`src/rtl/leitor_7seg.sv`:
```
// Two-digit seven-segment reader: waits for a stable {tens, units} segment pair
// and converts it back to a binary value 0-99, flagging illegal patterns.
module leitor_7seg #(
    parameter int unsigned STABLE_CYCLES = 4
) (
    input  logic       clk,
    input  logic       rst,
    input  logic [6:0] seg_dez,
    input  logic [6:0] seg_uni,
    output logic [6:0] valor,
    output logic       valido,
    output logic       erro,
    output logic [7:0] n_leituras
);

    typedef enum logic {
        MEDINDO = 1'b0,
        ESTAVEL = 1'b1
    } estado_t;

    localparam logic [7:0] CNT_LAST = 8'(STABLE_CYCLES - 1);

    // Returns {legal, digit}; blank_ok accepts an all-off digit as zero.
    function automatic logic [4:0] decode_digit(input logic [6:0] seg, input logic blank_ok);
        logic [4:0] res;
        case (seg)
            7'h40:   res = {1'b1, 4'd0};
            7'h79:   res = {1'b1, 4'd1};
            7'h24:   res = {1'b1, 4'd2};
            7'h30:   res = {1'b1, 4'd3};
            7'h19:   res = {1'b1, 4'd4};
            7'h12:   res = {1'b1, 4'd5};
            7'h02:   res = {1'b1, 4'd6};
            7'h78:   res = {1'b1, 4'd7};
            7'h00:   res = {1'b1, 4'd8};
            7'h10:   res = {1'b1, 4'd9};
            7'h7F:   res = blank_ok ? {1'b1, 4'd0} : {1'b0, 4'd0};
            default: res = {1'b0, 4'd0};
        endcase
        return res;
    endfunction

    estado_t     estado_q, estado_d;
    logic [13:0] amostra_q, amostra_d;
    logic [7:0]  cnt_q, cnt_d;
    logic [6:0]  valor_q, valor_d;
    logic        valido_q, valido_d;
    logic        erro_q, erro_d;
    logic [7:0]  n_leituras_q, n_leituras_d;

    logic [13:0] entrada_s;
    logic [4:0]  dez_s;
    logic [4:0]  uni_s;
    logic [6:0]  valor_dec_s;

    assign entrada_s = {seg_dez, seg_uni};

    // Decode the stored sample, not the live input, so the report reflects the measured pair.
    always_comb begin
        dez_s       = decode_digit(amostra_q[13:7], 1'b1);
        uni_s       = decode_digit(amostra_q[6:0], 1'b0);
        valor_dec_s = ({3'd0, dez_s[3:0]} * 7'd10) + {3'd0, uni_s[3:0]};
    end

    // Next-state logic of the stability FSM and its report outputs.
    always_comb begin
        estado_d     = estado_q;
        amostra_d    = amostra_q;
        cnt_d        = cnt_q;
        valor_d      = valor_q;
        valido_d     = 1'b0;
        erro_d       = 1'b0;
        n_leituras_d = n_leituras_q;
        case (estado_q)
            MEDINDO: begin
                if (entrada_s != amostra_q) begin
                    amostra_d = entrada_s;
                    cnt_d     = 8'd0;
                end else if (cnt_q == CNT_LAST) begin
                    estado_d = ESTAVEL;
                    if (dez_s[4] && uni_s[4]) begin
                        valor_d      = valor_dec_s;
                        valido_d     = 1'b1;
                        n_leituras_d = n_leituras_q + 8'd1;
                    end else begin
                        erro_d = 1'b1;
                    end
                end else begin
                    cnt_d = cnt_q + 8'd1;
                end
            end
            ESTAVEL: begin
                if (entrada_s != amostra_q) begin
                    amostra_d = entrada_s;
                    cnt_d     = 8'd0;
                    estado_d  = MEDINDO;
                end else begin
                    estado_d = ESTAVEL;
                end
            end
            default: begin
                estado_d = ESTAVEL;
            end
        endcase
    end

    // State and output registers.
    always_ff @(posedge clk or posedge rst) begin
        if (rst) begin
            estado_q     <= ESTAVEL;
            amostra_q    <= 14'h3FFF;
            cnt_q        <= 8'd0;
            valor_q      <= 7'd0;
            valido_q     <= 1'b0;
            erro_q       <= 1'b0;
            n_leituras_q <= 8'd0;
        end else begin
            estado_q     <= estado_d;
            amostra_q    <= amostra_d;
            cnt_q        <= cnt_d;
            valor_q      <= valor_d;
            valido_q     <= valido_d;
            erro_q       <= erro_d;
            n_leituras_q <= n_leituras_d;
        end
    end

    assign valor      = valor_q;
    assign valido     = valido_q;
    assign erro       = erro_q;
    assign n_leituras = n_leituras_q;

endmodule

```
`config.mk`:
```
export PLATFORM = sky130hd
export DESIGN_NAME = leitor_7seg
export DESIGN_NICKNAME = d
export VERILOG_FILES = /design/src/rtl/leitor_7seg.sv
export SDC_FILE = /design/constraint.sdc
export NUM_CORES = 1
export LEC_CHECK = 0
export CAP_MARGIN = 40
export CORE_ASPECT_RATIO = 1.4
export CORE_MARGIN = 2
export CORE_UTILIZATION = 59
export DETAILED_ROUTE_END_ITERATION = 7
export GPL_TIMING_DRIVEN = 1
export PLACE_DENSITY = 0.85
export SLEW_MARGIN = 20
export SYNTH_ARGS = -nofsm -noshare
export SYNTH_HDL_FRONTEND = slang
export SYNTH_SLANG_ARGS = --single-unit
```
`constraint.sdc`:
```
create_clock -name clk -period 10.32 [get_ports clk]
set_input_delay 3.096 -clock clk [delete_from_list [all_inputs] [get_ports clk]]
set_output_delay 3.096 -clock clk [all_outputs]
set_load 0.005 [all_outputs]
```
Word-level counts from Yosys, hierarchy flattened. Index checks and enable logic that the tools add are counted.

Bits in registers: 40. Bits in latches: 0. RAM bits: 0. Bits in read-only memories: 0. Input bits: 16. Output and inout port bits: 17. Logic and storage cells: 61. Memories: 0.

Add/subtract/negate cells: 3. Multiply operators: 1. Divide/modulo/power cells: 0. Magnitude comparators: 0. Equality and inequality tests: 23. Shift-type cells: 0. Multiplexer cells: 19. Bitwise operators: 2. Reductions and logical operators: 6.

Operators by type and width (count): 5-bit case mux with 10 select lines (2); 7-bit == test (second input constant) (7); 7-bit by 5-bit == test with 1-bit output (second input constant) (6); 7-bit by 6-bit == test with 1-bit output (second input constant) (4); 8-bit 2-to-1 mux (3); 8-bit by 1-bit adder with 8-bit output (second input constant) (2); 8-bit case mux with 2 select lines (1); 7-bit by 2-bit == test with 1-bit output (second input constant) (2); 7-bit zero test (2); 14-bit 2-to-1 mux (1); 14-bit != test (1); 1-bit 2-to-1 mux (11); 8-bit by 2-bit == test with 1-bit output (second input constant) (1); 7-bit by 4-bit adder with 7-bit output (1); 4-bit by 3-bit multiplier with 6-bit output (second input constant) (1); 4-bit AND reduction (1); 3-bit != test (second input constant) (1); 2-bit by 1-bit != test with 1-bit output (second input constant) (1); 1-bit NOT (2); 1-bit case mux with 2 select lines (1); 2-bit AND reduction (1); 2-bit OR reduction (1); 1-bit logical AND (1).

Depth between registers and ports, before layout. Gate-level depths: netlist of the first run.

Depth in word-level cells: 8. Depth in mapped cells: 12. Depth with buffers taken out: 11.

Worst setup path before layout of the first run. OpenSTA, ideal clock, no wires.

Kind: input -> register. Start point: input seg_dez[1]. End point: register valor_q[4], in the netlist valor[4]. Library setup time: 128 ps. Arrival time: 4694 ps. Data required time: 10192 ps. Slack: 5498 ps. Stages: 6. Buffers on the path: 0. Cell sequence: xor2_1 -> nor4_1 -> nand4_2 -> nor3_4 -> nand2_4 -> mux2_1.

Word-level cells in the longest chain between the ends: 3.

RTL lines: start, declared (line 8) `input logic [6:0] seg_dez,`; 14-bit != test (line 76) `if (entrada_s != amostra_q) begin`; 1-bit NOT (no source line); 4-bit AND reduction (no source line); end signal, assigned (line 121) `valor_q <= valor_d;`; end, declared (line 46) `logic [6:0] valor_q, valor_d;`.

No other way between the ends. A chain may end at the register's enable or synchronous reset.

Worst setup path after layout of the first run.
Start point: input seg_dez[6]. End point: register valor_q[4], in the netlist valor[4].

The elaborated chain is that of the path after synthesis.

==> impl_table.tex, run 1 <==
\begin{tabular}{lr}
\hline
Metric & Value \\
\hline
\multicolumn{2}{l}{\textbf{Timing}} \\
Max-Slew Margin vs Limit & 63.8\% \\
Fraction of the cycle the final worst path needs & 51.2\% \\
Fin. max-slew vios & 0 \\
Period minus WS final & 5.29 ns \\
Slew at the pin closest to its max-slew limit & 0.541 ns \\
Highest Clock Rate & 189 MHz \\
Final setup TNS & 0 ns \\
Hold violation count in the final report & 0 \\
Setup repair after global routing missed its margin & false \\
Layout Skew & 0.00775 ns \\
\# setup viols final & 0 \\
\multicolumn{2}{l}{\textbf{Yosys}} \\
Distinct cells, synth & 62 \\
Primary flip-flop cell chosen by synthesis mapping & dfrtp\_1 \\
Combinational family with the most area after synthesis & simple AND/OR/NAND/NOR gates \\
Net count of the mapped netlist & 252 \\
FFs w/ async S/R, synth & 100\% \\
Multiplexer share of the synthesized area & 5.82\% \\
Proportion of netlist area held by the largest area contributor & 25.3\% \\
Cell accounting for the most synthesized area & dfrtp\_1 \\
Cell area after technology mapping & 0.00247 mm2 \\
Post-Synth XOR/XNOR Area & 12.7\% \\
Number of storage elements in the synthesis netlist & 40 \\
Adder and majority gate portion of the synthesized area & 4.65\% \\
Number of synthesized flops with an enable pin & 0 \\
Portion of the post-synthesis area used by sequential elements & 41.2\% \\
Number of instances in the synthesized netlist & 228 \\
Count of synthesis-stage warnings from yosys & 0 \\
Complex-gate fraction of the synthesized area & 9.61\% \\
Main area contributors after synthesis & dfrtp\_1 (25\%), dfstp\_2 (16\%), xor2\_1 (8.1\%), xnor2\_1 (4.6\%), mux2\_4 (3.6\%) \\
Synth Area in Simple Gates & 20.1\% \\
Synthesized area per cell & 10.8 um2 \\
\multicolumn{2}{l}{\textbf{Placed design}} \\
Detailed Place HPWL & 3400 um \\
Instance area at placement & 0.00273 mm2 \\
Routability cong. & 0.793 \\
Input/output buffers & 32 \\
\multicolumn{2}{l}{\textbf{Clock tree}} \\
Clock transition at the registers of the reported paths & 0.07 ns \\
Hold bufs inserted after CTS & 0 \\
Total CTS buffers & 5 \\
Clock tree from TritonCTS & yes \\
Buffer levels on the longest clock path & 2 \\
Post-cts resize count & 0 \\
Clock root buffer & clkbuf\_8 \\
Count of buffers added by post-CTS timing repair for setup & 0 \\
Clock latency on the worst-skew pair & 0.30 ns \\
H-tree levels & 2 \\
Clock Sink Count & 40 \\
\multicolumn{2}{l}{\textbf{Worst setup path}} \\
Kind of launch point of the worst setup path & input port \\
Number of buffers and inverters on the critical path & 1 \\
Startpoint of the most critical setup path & seg\_dez[6] \\
Capture point of the critical path & valor[4] \\
Max stage delay cell, worst path & nor3\_4 \\
Length in cells of the worst reg-to-reg path & 10 \\
FF-to-FF setup slack & 6.82 ns \\
R2R Path End & valor[6] \\
Worst flop-to-flop path startpoint & amostra\_q[10] \\
Critical path class & in -> reg \\
Critical Path RT & 10.50 ns \\
Worst path depth & 7 \\
Cell chain of the critical path & clkdlybuf4s50\_1 -> xor2\_1 -> nor4\_1 -> nand4\_2 -> nor3\_4 -> nand2\_4 -> mux2\_1 \\
Max Fanout on Critical Path & 10 \\
Kind of cell adding the most delay to the critical path & simple AND/OR/NAND/NOR gates \\
Data arrival time at the worst-slack endpoint & 5.47 ns \\
Kind of capture point of the worst setup path & flop \\
Stage delay of the slowest cell on the critical path & 0.47 ns \\
\multicolumn{2}{l}{\textbf{Worst hold path}} \\
Worst min-delay path class & reg -> reg \\
\multicolumn{2}{l}{\textbf{Floorplan}} \\
Ports & 33 \\
Floorplan core area & 0.00399 mm2 \\
Die boundary width & 58.7 um \\
Std cell rows & 27 \\
Full die area & 0.00473 mm2 \\
Starting Density & 62.1\% \\
Height of the die & 80.6 um \\
\multicolumn{2}{l}{\textbf{Route}} \\
Per-cell via count in the routed design & 5.89 \\
Mean routed wirelength per cell & 15.8 um \\
Post-route DRC violation count & 0 \\
DR pass1 iterations & 4 \\
Total Wirelength & 4540 um \\
Iteration-0 DRC Markers & 32 \\
Detail Route Antenna Nets & 0 \\
Vias & 1,691 \\
\multicolumn{2}{l}{\textbf{Global route}} \\
Number of antenna violations at the first check in global routing & 0 \\
First-pass GRT wire length & 7730 um \\
Total global-route track usage & 21.5\% \\
Pin count of the biggest net entering global routing & 41 \\
Number of global-route vias before repair & 1,686 \\
Gr ovfl total & 0 \\
\multicolumn{2}{l}{\textbf{Pwr}} \\
IR Drop Worst-Case VDD & 0.120 mV \\
PD cells & 113 mW/mm2 \\
Pleak & 1.25 nW \\
\multicolumn{2}{l}{\textbf{Final layout}} \\
Filler Cell Count & 297 \\
Number of nets in the final layout & 267 \\
Ratio of cells with drive above 1 in the final layout & 18.0\% \\
Number of inserted diodes & 0 \\
Post-route design area & 0.00284 mm2 \\
Layout overhead on the synthesized area & 14.8\% \\
\multicolumn{2}{l}{\textbf{Run status}} \\
Outcome & completed \\
\multicolumn{2}{l}{\textbf{Run}} \\
Total of max-cap violations & 0 \\
\hline
\end{tabular}
[stage by stage]
| stage | hold WS (ns) | util [%] | cells | worst slack, ns | total power [mW] |
|---|---|---|---|---|---|
| 3_3_place_gp | 0.462 | 68.5 | 279 | 4.77 | 0.198 |
| 3_5_place_dp | 0.474 | 68.5 | 279 | 4.70 | 0.199 |
| 6_report | 0.485 | 71.2 | 287 | 5.03 | 0.321 |
| 5_1_grt | 0.509 | 71.2 | 287 | 4.87 | 0.334 |
| 2_1_floorplan | 0.468 | - | 228 | 5.50 | 0.190 |
| 4_1_cts | 0.484 | 71.2 | 287 | 5.01 | 0.324 |
[synth_stat cells (all sizes together), types with 5 or more instances]
cell	number
xor2	23
nor2	14
buf	9
nor3	6
nand3	9
clkbuf	16
a21oi	5
inv	5
dfstp	15
dfrtp	25
nand2	6
xnor2	13
nand4	7
mux2	9
ha	6
[power by group]
part	internal [mW]	total (mW)	leakage [nW]	switching, mW
Clock	0.0715	0.125	0.0541	0.0540
Combinational	0.0134	0.0264	0.684	0.0130
Sequential	0.162	0.169	0.507	0.00724
[layer usage]
metal / part of all wire, % / up-vias / GRT usage [%]
met1: 45 / 827 / 26.6
li1: - / 836 / -
met2: 50 / 20 / 36.0
met3: 2.6 / 8 / 4.35
met4: 2.1 / 0 / 8.86
met5: 0 / - / 0
[layout make-up]
cell class	instances	area [um2]	share of cell area, %
multi-input combinational	158	1310	46.1
sequential	40	1020	35.9
inverter	5	18.8	0.661
timing repair buffer	33	328	11.5
tap	43	53.8	1.89
clock inverter	3	42.5	1.50
clock buffer	5	68.8	2.42
[worst min-delay path by stage]
stage | to | depth (start not counted) | startpoint
2_1_floorplan | n_leituras[7] | 1 | n_leituras[7]
3_3_place_gp | n_leituras[7] | 1 | n_leituras[7]
3_5_place_dp | n_leituras[7] | 1 | n_leituras[7]
4_1_cts | n_leituras[7] | 1 | n_leituras[7]
5_1_grt | n_leituras[7] | 1 | n_leituras[7]
6_report | n_leituras[7] | 1 | n_leituras[7]
[flip-flops by register name, summed over array words and instances, names as in the netlist]
register and count:
estado_q 1, erro 1, valor 7, amostra_q 14, n_leituras 8, cnt_q 8, valido 1
[kinds of logic after synthesis]
kind of cell               count (synthesis)
AOI/OAI and AO/OA                         27
muxes                                     11
adders and majority gates                  8
and+or+nand+nor                           76
xor gates and xnor gates                  36
DFF                                       40
buffers and inverters                     30
[cell usage in the layout, fill, tap and decap left out, types with 3 or more instances in the layout]
| cell type | netlist | layout |
|---|---|---|
| dfstp_2 | 15 | 15 |
| xor2_1 | 23 | 23 |
| nor2_1 | 14 | 14 |
| and4_1 | 4 | 4 |
| and3_1 | 4 | 4 |
| nand2_1 | 5 | 5 |
| clkbuf_8 | 0 | 5 |
| nand4_1 | 6 | 6 |
| dfrtp_1 | 25 | 25 |
| or4_1 | 3 | 3 |
| clkdlybuf4s50_1 | 0 | 32 |
| nor4_1 | 3 | 3 |
| xnor2_1 | 13 | 13 |
| inv_1 | 5 | 5 |
| mux2_4 | 6 | 6 |
| ha_1 | 6 | 6 |
| a21oi_1 | 5 | 5 |
| nor3_1 | 4 | 4 |
| nand3_1 | 9 | 9 |
No activity file was read; power rests on OpenSTA's default activity.
==> inputs of run 2 (changes only) <==
--- a/config.mk
+++ b/config.mk
@@ -8,10 +8,10 @@
 export CAP_MARGIN = 40
 export CORE_ASPECT_RATIO = 1.4
 export CORE_MARGIN = 2
-export CORE_UTILIZATION = 59
+export CORE_UTILIZATION = 50
 export DETAILED_ROUTE_END_ITERATION = 7
 export GPL_TIMING_DRIVEN = 1
-export PLACE_DENSITY = 0.85
+export PLACE_DENSITY = 0.76
 export SLEW_MARGIN = 20
 export SYNTH_ARGS = -nofsm -noshare
 export SYNTH_HDL_FRONTEND = slang
==> constraint.sdc (replaced) <==
create_clock -name clk -period 4.7 [get_ports clk]
set_input_delay 1.41 -clock clk [delete_from_list [all_inputs] [get_ports clk]]
set_output_delay 1.41 -clock clk [all_outputs]
set_load 0.005 [all_outputs]
==> run 2 against run 1 <==
Final area grew 0.93%. Clock skew grew 0.0065 ns. Global-route usage shrank 3.6 points. Critical endpoint is now valor[6]. Combinational power grew 120%. Critical path type unchanged.
==> impl_table.tex, run 2 (synthesis results as in run 1) <==
\begin{tabular}{lr}
\hline
Metric & Value \\
\hline
\multicolumn{2}{l}{\textbf{Pwr}} \\
IR Drop Worst-Case VDD & 0.180 mV (+50\%) \\
Clock network power share & 39.1\% (about the same) \\
Tot Pwr & 0.705 mW (+120\%) \\
Net switching power & 0.163 mW (+120\%) \\
Comb pwr share & 8.3\% (about the same) \\
Pleak & 1.25 nW (unchanged) \\
Sequential share of power & 52.7\% (about the same) \\
Int Pwr & 0.542 mW (+120\%) \\
PD cells & 246 mW/mm2 (+120\%) \\
Switching part of the total power & 23.1\% (about the same) \\
\multicolumn{2}{l}{\textbf{Placed design}} \\
Detailed Place HPWL & 3440 um (+1.2\%) \\
Input/output buffers & 32 (unchanged) \\
Routability cong. & 0.793 (about the same) \\
\multicolumn{2}{l}{\textbf{Clock tree}} \\
Post-cts resize count & 0 (unchanged) \\
Clock transition at the registers of the reported paths & 0.09 ns (+0.02 ns) \\
Count of buffers added by post-CTS timing repair for setup & 0 (unchanged) \\
Total CTS buffers & 5 (unchanged) \\
Clock root buffer & clkbuf\_8 \\
Clock tree from TritonCTS & yes \\
Hold bufs inserted after CTS & 0 (unchanged) \\
Clock latency on the worst-skew pair & 0.29 ns (about the same) \\
Buffer levels on the longest clock path & 2 (unchanged) \\
H-tree levels & 2 (unchanged) \\
Clock Sink Count & 40 (unchanged) \\
\multicolumn{2}{l}{\textbf{Worst setup path}} \\
FF-to-FF setup slack & 1.24 ns (-5.58 ns) \\
Stage delay of the slowest cell on the critical path & 0.47 ns (about the same) \\
Max stage delay cell, worst path & nor3\_4 \\
Kind of launch point of the worst setup path & input port \\
Critical path class & in -> reg \\
Max Fanout on Critical Path & 10 (unchanged) \\
Kind of capture point of the worst setup path & flop \\
Cell chain of the critical path & clkdlybuf4s50\_1 -> xor2\_1 -> nor4\_1 -> nand4\_2 -> nor3\_4 -> nand2\_4 -> mux2\_1 \\
Data arrival time at the worst-slack endpoint & 3.83 ns (-1.64 ns) \\
Critical Path RT & 4.88 ns (-5.62 ns) \\
\multicolumn{2}{l}{\textbf{Final layout}} \\
Number of nets in the final layout & 267 (unchanged) \\
Register containing the most flip-flops in the final layout & amostra\_q \\
Most frequent standard cell in the layout excluding fill and tap cells & clkdlybuf4s50\_1 \\
Layout overhead on the synthesized area & 15.9\% \\
Ratio of cells with drive above 1 in the final layout & 18.0\% (unchanged) \\
Number of inserted diodes & 0 (unchanged) \\
Commonest cells after routing, fill and taps aside & clkdlybuf4s50\_1 (32), dfrtp\_1 (25), xor2\_1 (23), dfstp\_2 (15), nor2\_1 (14) \\
Max reg flops & 14 (unchanged) \\
\multicolumn{2}{l}{\textbf{Route}} \\
Total Wirelength & 4540 um (-0.15\%) \\
Detail Route Antenna Nets & 0 (unchanged) \\
Mean routed wirelength per cell & 14.7 um (-7.0\%) \\
Post-route DRC violation count & 0 (unchanged) \\
DR pass1 iterations & 4 (unchanged) \\
Per-cell via count in the routed design & 5.55 (-5.8\%) \\
Vias & 1,710 (+1.1\%) \\
Iteration-0 DRC Markers & 117 (+270\%) \\
\multicolumn{2}{l}{\textbf{Timing}} \\
Setup repair after global routing missed its margin & false \\
Layout Skew & 0.0142 ns (+0.00645 ns) \\
Period minus WS final & 3.65 ns \\
Highest Clock Rate & 274 MHz \\
Max-Slew Margin vs Limit & 53.8\% (-10 points) \\
Fraction of the cycle the final worst path needs & 77.8\% \\
Hold violation count in the final report & 0 (unchanged) \\
Fin. max-slew vios & 0 (unchanged) \\
Slew at the pin closest to its max-slew limit & 0.692 ns (+0.151 ns) \\
Final setup TNS & 0 ns (unchanged) \\
\# setup viols final & 0 (unchanged) \\
\multicolumn{2}{l}{\textbf{Floorplan}} \\
Ports & 33 (unchanged) \\
Height of the die & 87.2 um (+8.2\%) \\
Std cell rows & 30 (+11\%) \\
Die boundary width & 63.4 um (+8.0\%) \\
Floorplan core area & 0.00480 mm2 (+21\%) \\
Full die area & 0.00553 mm2 (+17\%) \\
Starting Density & 51.5\% (-11 points) \\
\multicolumn{2}{l}{\textbf{Run}} \\
Total of max-cap violations & 0 (unchanged) \\
\multicolumn{2}{l}{\textbf{Global route}} \\
Number of global-route vias before repair & 1,694 (+0.47\%) \\
First-pass GRT wire length & 7870 um (+1.9\%) \\
Pin count of the biggest net entering global routing & 23 (-44\%) \\
Total global-route track usage & 18.0\% (-3.6 points) \\
Number of antenna violations at the first check in global routing & 0 (unchanged) \\
Gr ovfl total & 0 (unchanged) \\
\multicolumn{2}{l}{\textbf{Worst hold path}} \\
Worst min-delay path class & reg -> reg \\
\multicolumn{2}{l}{\textbf{Run status}} \\
Outcome & completed \\
\hline
\end{tabular}
run 2: cell counts in the layout (fill, tap and decap cells not counted):
Identical to the previous run, type by type.
run 2: final timing paths:
check | to | depth (start not counted) | startpoint
max in group asynchronous | amostra_q[5] | 3 | rst
hold reg to reg | n_leituras[7] | 1 | n_leituras[7]
setup reg to reg | valor[6] | 10 | amostra_q[9]
hold / removal | n_leituras[7] | 1 | n_leituras[7]
setup / recovery | valor[6] | 7 | seg_dez[1]
min in group asynchronous | erro | 2 | rst
run 2: stage by stage:
| step | instance area (um2) | cells | setup slack, ns | util (%) | hold WS [ns] |
|---|---|---|---|---|---|
| floorplan | 2470 | 228 | 1.35 | - | 0.468 |
| global placement | 2760 | 300 | 0.764 | 57.3 | 0.461 |
| detailed placement | 2760 | 300 | 0.715 | 57.3 | 0.479 |
| CTS | 2870 | 308 | 1.01 | 59.7 | 0.494 |
| global route | 2870 | 308 | 0.900 | 59.7 | 0.517 |
| finish | 2870 | 308 | 1.05 | 59.7 | 0.487 |
run 2: worst max-delay path, delay by kind of cell:
family        cells  cell delay (ns)
mux               1             0.36
xor+xnor          1             0.17
buf+inv           1             0.43
simple gates      4             1.46
run 2: per-layer routing:
metal	vias to the layer above	global-route usage [%]	part of all wire [%]
met2	26	31.9	53
met1	845	21.8	43
met4	0	7.31	1.6
met5	-	0	0
li1	831	-	-
met3	8	2.59	1.9
run 2: power by group through the flow:
stage                     Sequential (mW)  Combinational (mW)  Clock (mW)
after global placement              0.377              0.0581           0
after detailed placement            0.377              0.0589           0
after CTS                           0.371              0.0593       0.282
final                               0.371              0.0582       0.276
after global routing                0.373              0.0645       0.298
after floorplan                     0.365              0.0527           0
run 2: layout make-up:
| type | count | area, um2 |
|---|---|---|
| Multi-Input combinational cell | 158 | 1310 |
| Sequential cell | 40 | 1020 |
| Fill cell | 442 | 1940 |
| Clock inverter | 3 | 42.5 |
| Clock buffer | 5 | 68.8 |
| Inverter | 5 | 18.8 |
| Tap cell | 64 | 80.1 |
| Timing Repair Buffer | 33 | 328 |
==> inputs of run 3 (changes only) <==
--- a/config.mk
+++ b/config.mk
@@ -8,10 +8,10 @@
 export CAP_MARGIN = 40
 export CORE_ASPECT_RATIO = 1.4
 export CORE_MARGIN = 2
-export CORE_UTILIZATION = 50
+export CORE_UTILIZATION = 55
 export DETAILED_ROUTE_END_ITERATION = 7
 export GPL_TIMING_DRIVEN = 1
-export PLACE_DENSITY = 0.76
+export PLACE_DENSITY = 0.8
 export SLEW_MARGIN = 20
 export SYNTH_ARGS = -nofsm -noshare
 export SYNTH_HDL_FRONTEND = slang
==> constraint.sdc (replaced) <==
create_clock -name clk -period 3.5 [get_ports clk]
set_input_delay 1.05 -clock clk [delete_from_list [all_inputs] [get_ports clk]]
set_output_delay 1.05 -clock clk [all_outputs]
set_load 0.005 [all_outputs]
==> run 3 against run 2 <==
Combinational power increased by 43%. Register-to-register slack got worse by 1.0 ns. Global-route usage is 3.7 points higher. Worst hold slack lost 0.016 ns. Critical path type is now reg -> reg. Largest cell class unchanged. Highest routed layer unchanged.
==> impl_table.tex, run 3 (synthesis results as in run 1) <==
\begin{tabular}{lr}
\hline
Metric & Value \\
\hline
\multicolumn{2}{l}{\textbf{Run}} \\
Total of max-cap violations & 0 (unchanged) \\
\multicolumn{2}{l}{\textbf{Timing}} \\
\# setup viols final & 0 (unchanged) \\
Highest Clock Rate & 304 MHz \\
Fraction of the cycle the final worst path needs & 93.9\% \\
Fin. max-slew vios & 0 (unchanged) \\
Final setup TNS & 0 ns (unchanged) \\
Setup repair after global routing missed its margin & false \\
Period minus WS final & 3.29 ns \\
Minimum setup slack in the final design & 0.214 ns (-0.832 ns) \\
Hold violation count in the final report & 0 (unchanged) \\
Layout Skew & 0.00565 ns (-0.00856 ns) \\
Slew at the pin closest to its max-slew limit & 0.508 ns (-0.184 ns) \\
Max-Slew Margin vs Limit & 66.0\% (+12 points) \\
Hold slack & 0.471 ns (-0.0164 ns) \\
\multicolumn{2}{l}{\textbf{Clock tree}} \\
Buffer levels on the longest clock path & 2 (unchanged) \\
H-tree levels & 2 (unchanged) \\
Clock Sink Count & 40 (unchanged) \\
Post-cts resize count & 0 (unchanged) \\
Count of buffers added by post-CTS timing repair for setup & 0 (unchanged) \\
Clock latency on the worst-skew pair & 0.29 ns (about the same) \\
Hold bufs inserted after CTS & 0 (unchanged) \\
Clock transition at the registers of the reported paths & 0.08 ns (about the same) \\
Total CTS buffers & 5 (unchanged) \\
Clock root buffer & clkbuf\_8 \\
Clock tree from TritonCTS & yes \\
\multicolumn{2}{l}{\textbf{Worst setup path}} \\
Worst flop-to-flop path startpoint & amostra\_q[12] \\
Length in cells of the worst reg-to-reg path & 10 (unchanged) \\
Stage delay of the slowest cell on the critical path & 0.51 ns (+0.04 ns) \\
R2R Path End & valor[6] \\
Kind of launch point of the worst setup path & flop \\
Dominant cell type by count on the critical path & ha\_1 \\
Critical path class & reg -> reg \\
Number of buffers and inverters on the critical path & 0 (-1) \\
Kind of cell adding the most delay to the critical path & simple AND/OR/NAND/NOR gates \\
Critical Path RT & 3.68 ns (-1.20 ns) \\
FF-to-FF setup slack & 0.21 ns (-1.03 ns) \\
Max stage delay cell, worst path & or4\_4 \\
Max Fanout on Critical Path & 11 (+1) \\
Cell chain of the critical path & or4\_4 -> nor3b\_2 -> a32o\_2 -> ha\_1 -> ha\_1 -> fa\_1 -> xor2\_1 -> a2111oi\_2 -> nor3\_1 -> mux2\_1 \\
Data arrival time at the worst-slack endpoint & 3.46 ns (-0.37 ns) \\
Kind of capture point of the worst setup path & flop \\
\multicolumn{2}{l}{\textbf{Floorplan}} \\
Ports & 33 (unchanged) \\
Full die area & 0.00506 mm2 (-8.6\%) \\
Std cell rows & 28 (-6.7\%) \\
Starting Density & 57.9\% (+6.4 points) \\
Height of the die & 83.4 um (-4.4\%) \\
Floorplan core area & 0.00427 mm2 (-11\%) \\
Die boundary width & 60.7 um (-4.4\%) \\
\multicolumn{2}{l}{\textbf{Route}} \\
Post-route DRC violation count & 0 (unchanged) \\
Mean routed wirelength per cell & 15.2 um (+3.5\%) \\
Vias & 1,722 (+0.70\%) \\
Total Wirelength & 4690 um (+3.5\%) \\
Detail Route Antenna Nets & 0 (unchanged) \\
DR pass1 iterations & 4 (unchanged) \\
Iteration-0 DRC Markers & 85 (-27\%) \\
Per-cell via count in the routed design & 5.59 (+0.70\%) \\
\multicolumn{2}{l}{\textbf{Placed design}} \\
Number of instances in the placed design & 300 (unchanged) \\
Post-placement worst setup slack & 0.0721 ns (-0.642 ns) \\
Input/output buffers & 32 (unchanged) \\
Routability cong. & 0.864 (+9.0\%) \\
Detailed Place HPWL & 3520 um (+2.4\%) \\
Instance area at placement & 0.00278 mm2 (+0.91\%) \\
\multicolumn{2}{l}{\textbf{Final layout}} \\
Non-filler cells, final & 308 (unchanged) \\
Commonest cells after routing, fill and taps aside & clkdlybuf4s50\_1 (32), dfrtp\_1 (25), xor2\_1 (23), dfstp\_2 (15), nor2\_1 (14) \\
Layout overhead on the synthesized area & 15.9\% (about the same) \\
Number of nets in the final layout & 271 (+1.5\%) \\
Most frequent standard cell in the layout excluding fill and tap cells & clkdlybuf4s50\_1 \\
Ratio of cells with drive above 1 in the final layout & 19.0\% (+0.92 points) \\
Post-route design area & 0.00287 mm2 (about the same) \\
Number of inserted diodes & 0 (unchanged) \\
Max reg flops & 14 (unchanged) \\
Filler Cell Count & 352 (-20\%) \\
Register containing the most flip-flops in the final layout & amostra\_q \\
Post-layout utilization of the core & 67.1\% (+7.4 points) \\
\multicolumn{2}{l}{\textbf{Run status}} \\
Outcome & completed \\
\multicolumn{2}{l}{\textbf{Global route}} \\
Gr ovfl total & 0 (unchanged) \\
Pin count of the biggest net entering global routing & 41 (+78\%) \\
Number of antenna violations at the first check in global routing & 0 (unchanged) \\
First-pass GRT wire length & 8560 um (+8.8\%) \\
Number of global-route vias before repair & 1,809 (+6.8\%) \\
Total global-route track usage & 21.6\% (+3.7 points) \\
\multicolumn{2}{l}{\textbf{Worst hold path}} \\
Worst min-delay path class & reg -> reg \\
Hold\_sp & n\_leituras[7] \\
Worst hold stages & 1 (unchanged) \\
End of the worst hold path & n\_leituras[7] \\
\multicolumn{2}{l}{\textbf{Pwr}} \\
IR Drop Worst-Case VDD & 0.174 mV (-3.1\%) \\
Pleak & 1.26 nW (+1.0\%) \\
Tot Pwr & 0.874 mW (+24\%) \\
PD cells & 305 mW/mm2 (+24\%) \\
\hline
\end{tabular}
## run 3: final cells by class
type / count / area [um2] / area share [%]
multi-input cells: 158 / 1320 / 45.9
repair buffers: 37 / 358 / 12.5
flip-flops and latches: 40 / 1020 / 35.6
clock buffers: 7 / 76.3 / 2.66
inverters: 5 / 18.8 / 0.654
clock inverters: 1 / 3.75 / 0.131
well taps: 60 / 75.1 / 2.62
## run 3: per-layer routing
layer  vias up  global-route usage [%]  wire length (um)
met5         -                       0                 0
met4         0                    4.15                40
met3         5                    3.27                89
met2        21                    38.6              2630
met1       852                    26.8              1930
li1        844                       -                 -
## run 3: power by group
| part | leakage, nW | switching, mW | internal [mW] |
|---|---|---|---|
| combinational | 0.712 | 0.0419 | 0.0411 |
| clock | 0.0399 | 0.156 | 0.139 |
| sequential | 0.507 | 0.0188 | 0.478 |
## run 3: worst register-to-register path: cells and delay by family, from the launching register on
family	cells	cell delay, ns
flops	1	0.43
fa+ha+maj	3	0.84
compound gates	2	0.56
simple gates	3	0.87
mux	1	0.28
xor+xnor	1	0.21
## run 3: how the worst max path moves through the flow
stage | startpoint | slack [ns] | end | depth (start not counted)
floorplan | amostra_q[10] | 0.15 | valor[6] | 11
global placement | amostra_q[12] | 0.18 | valor[6] | 10
detailed placement | amostra_q[12] | 0.07 | valor[6] | 10
CTS | amostra_q[12] | 0.07 | valor[6] | 10
global route | amostra_q[12] | 0.04 | valor[6] | 10
finish | amostra_q[12] | 0.21 | valor[6] | 10
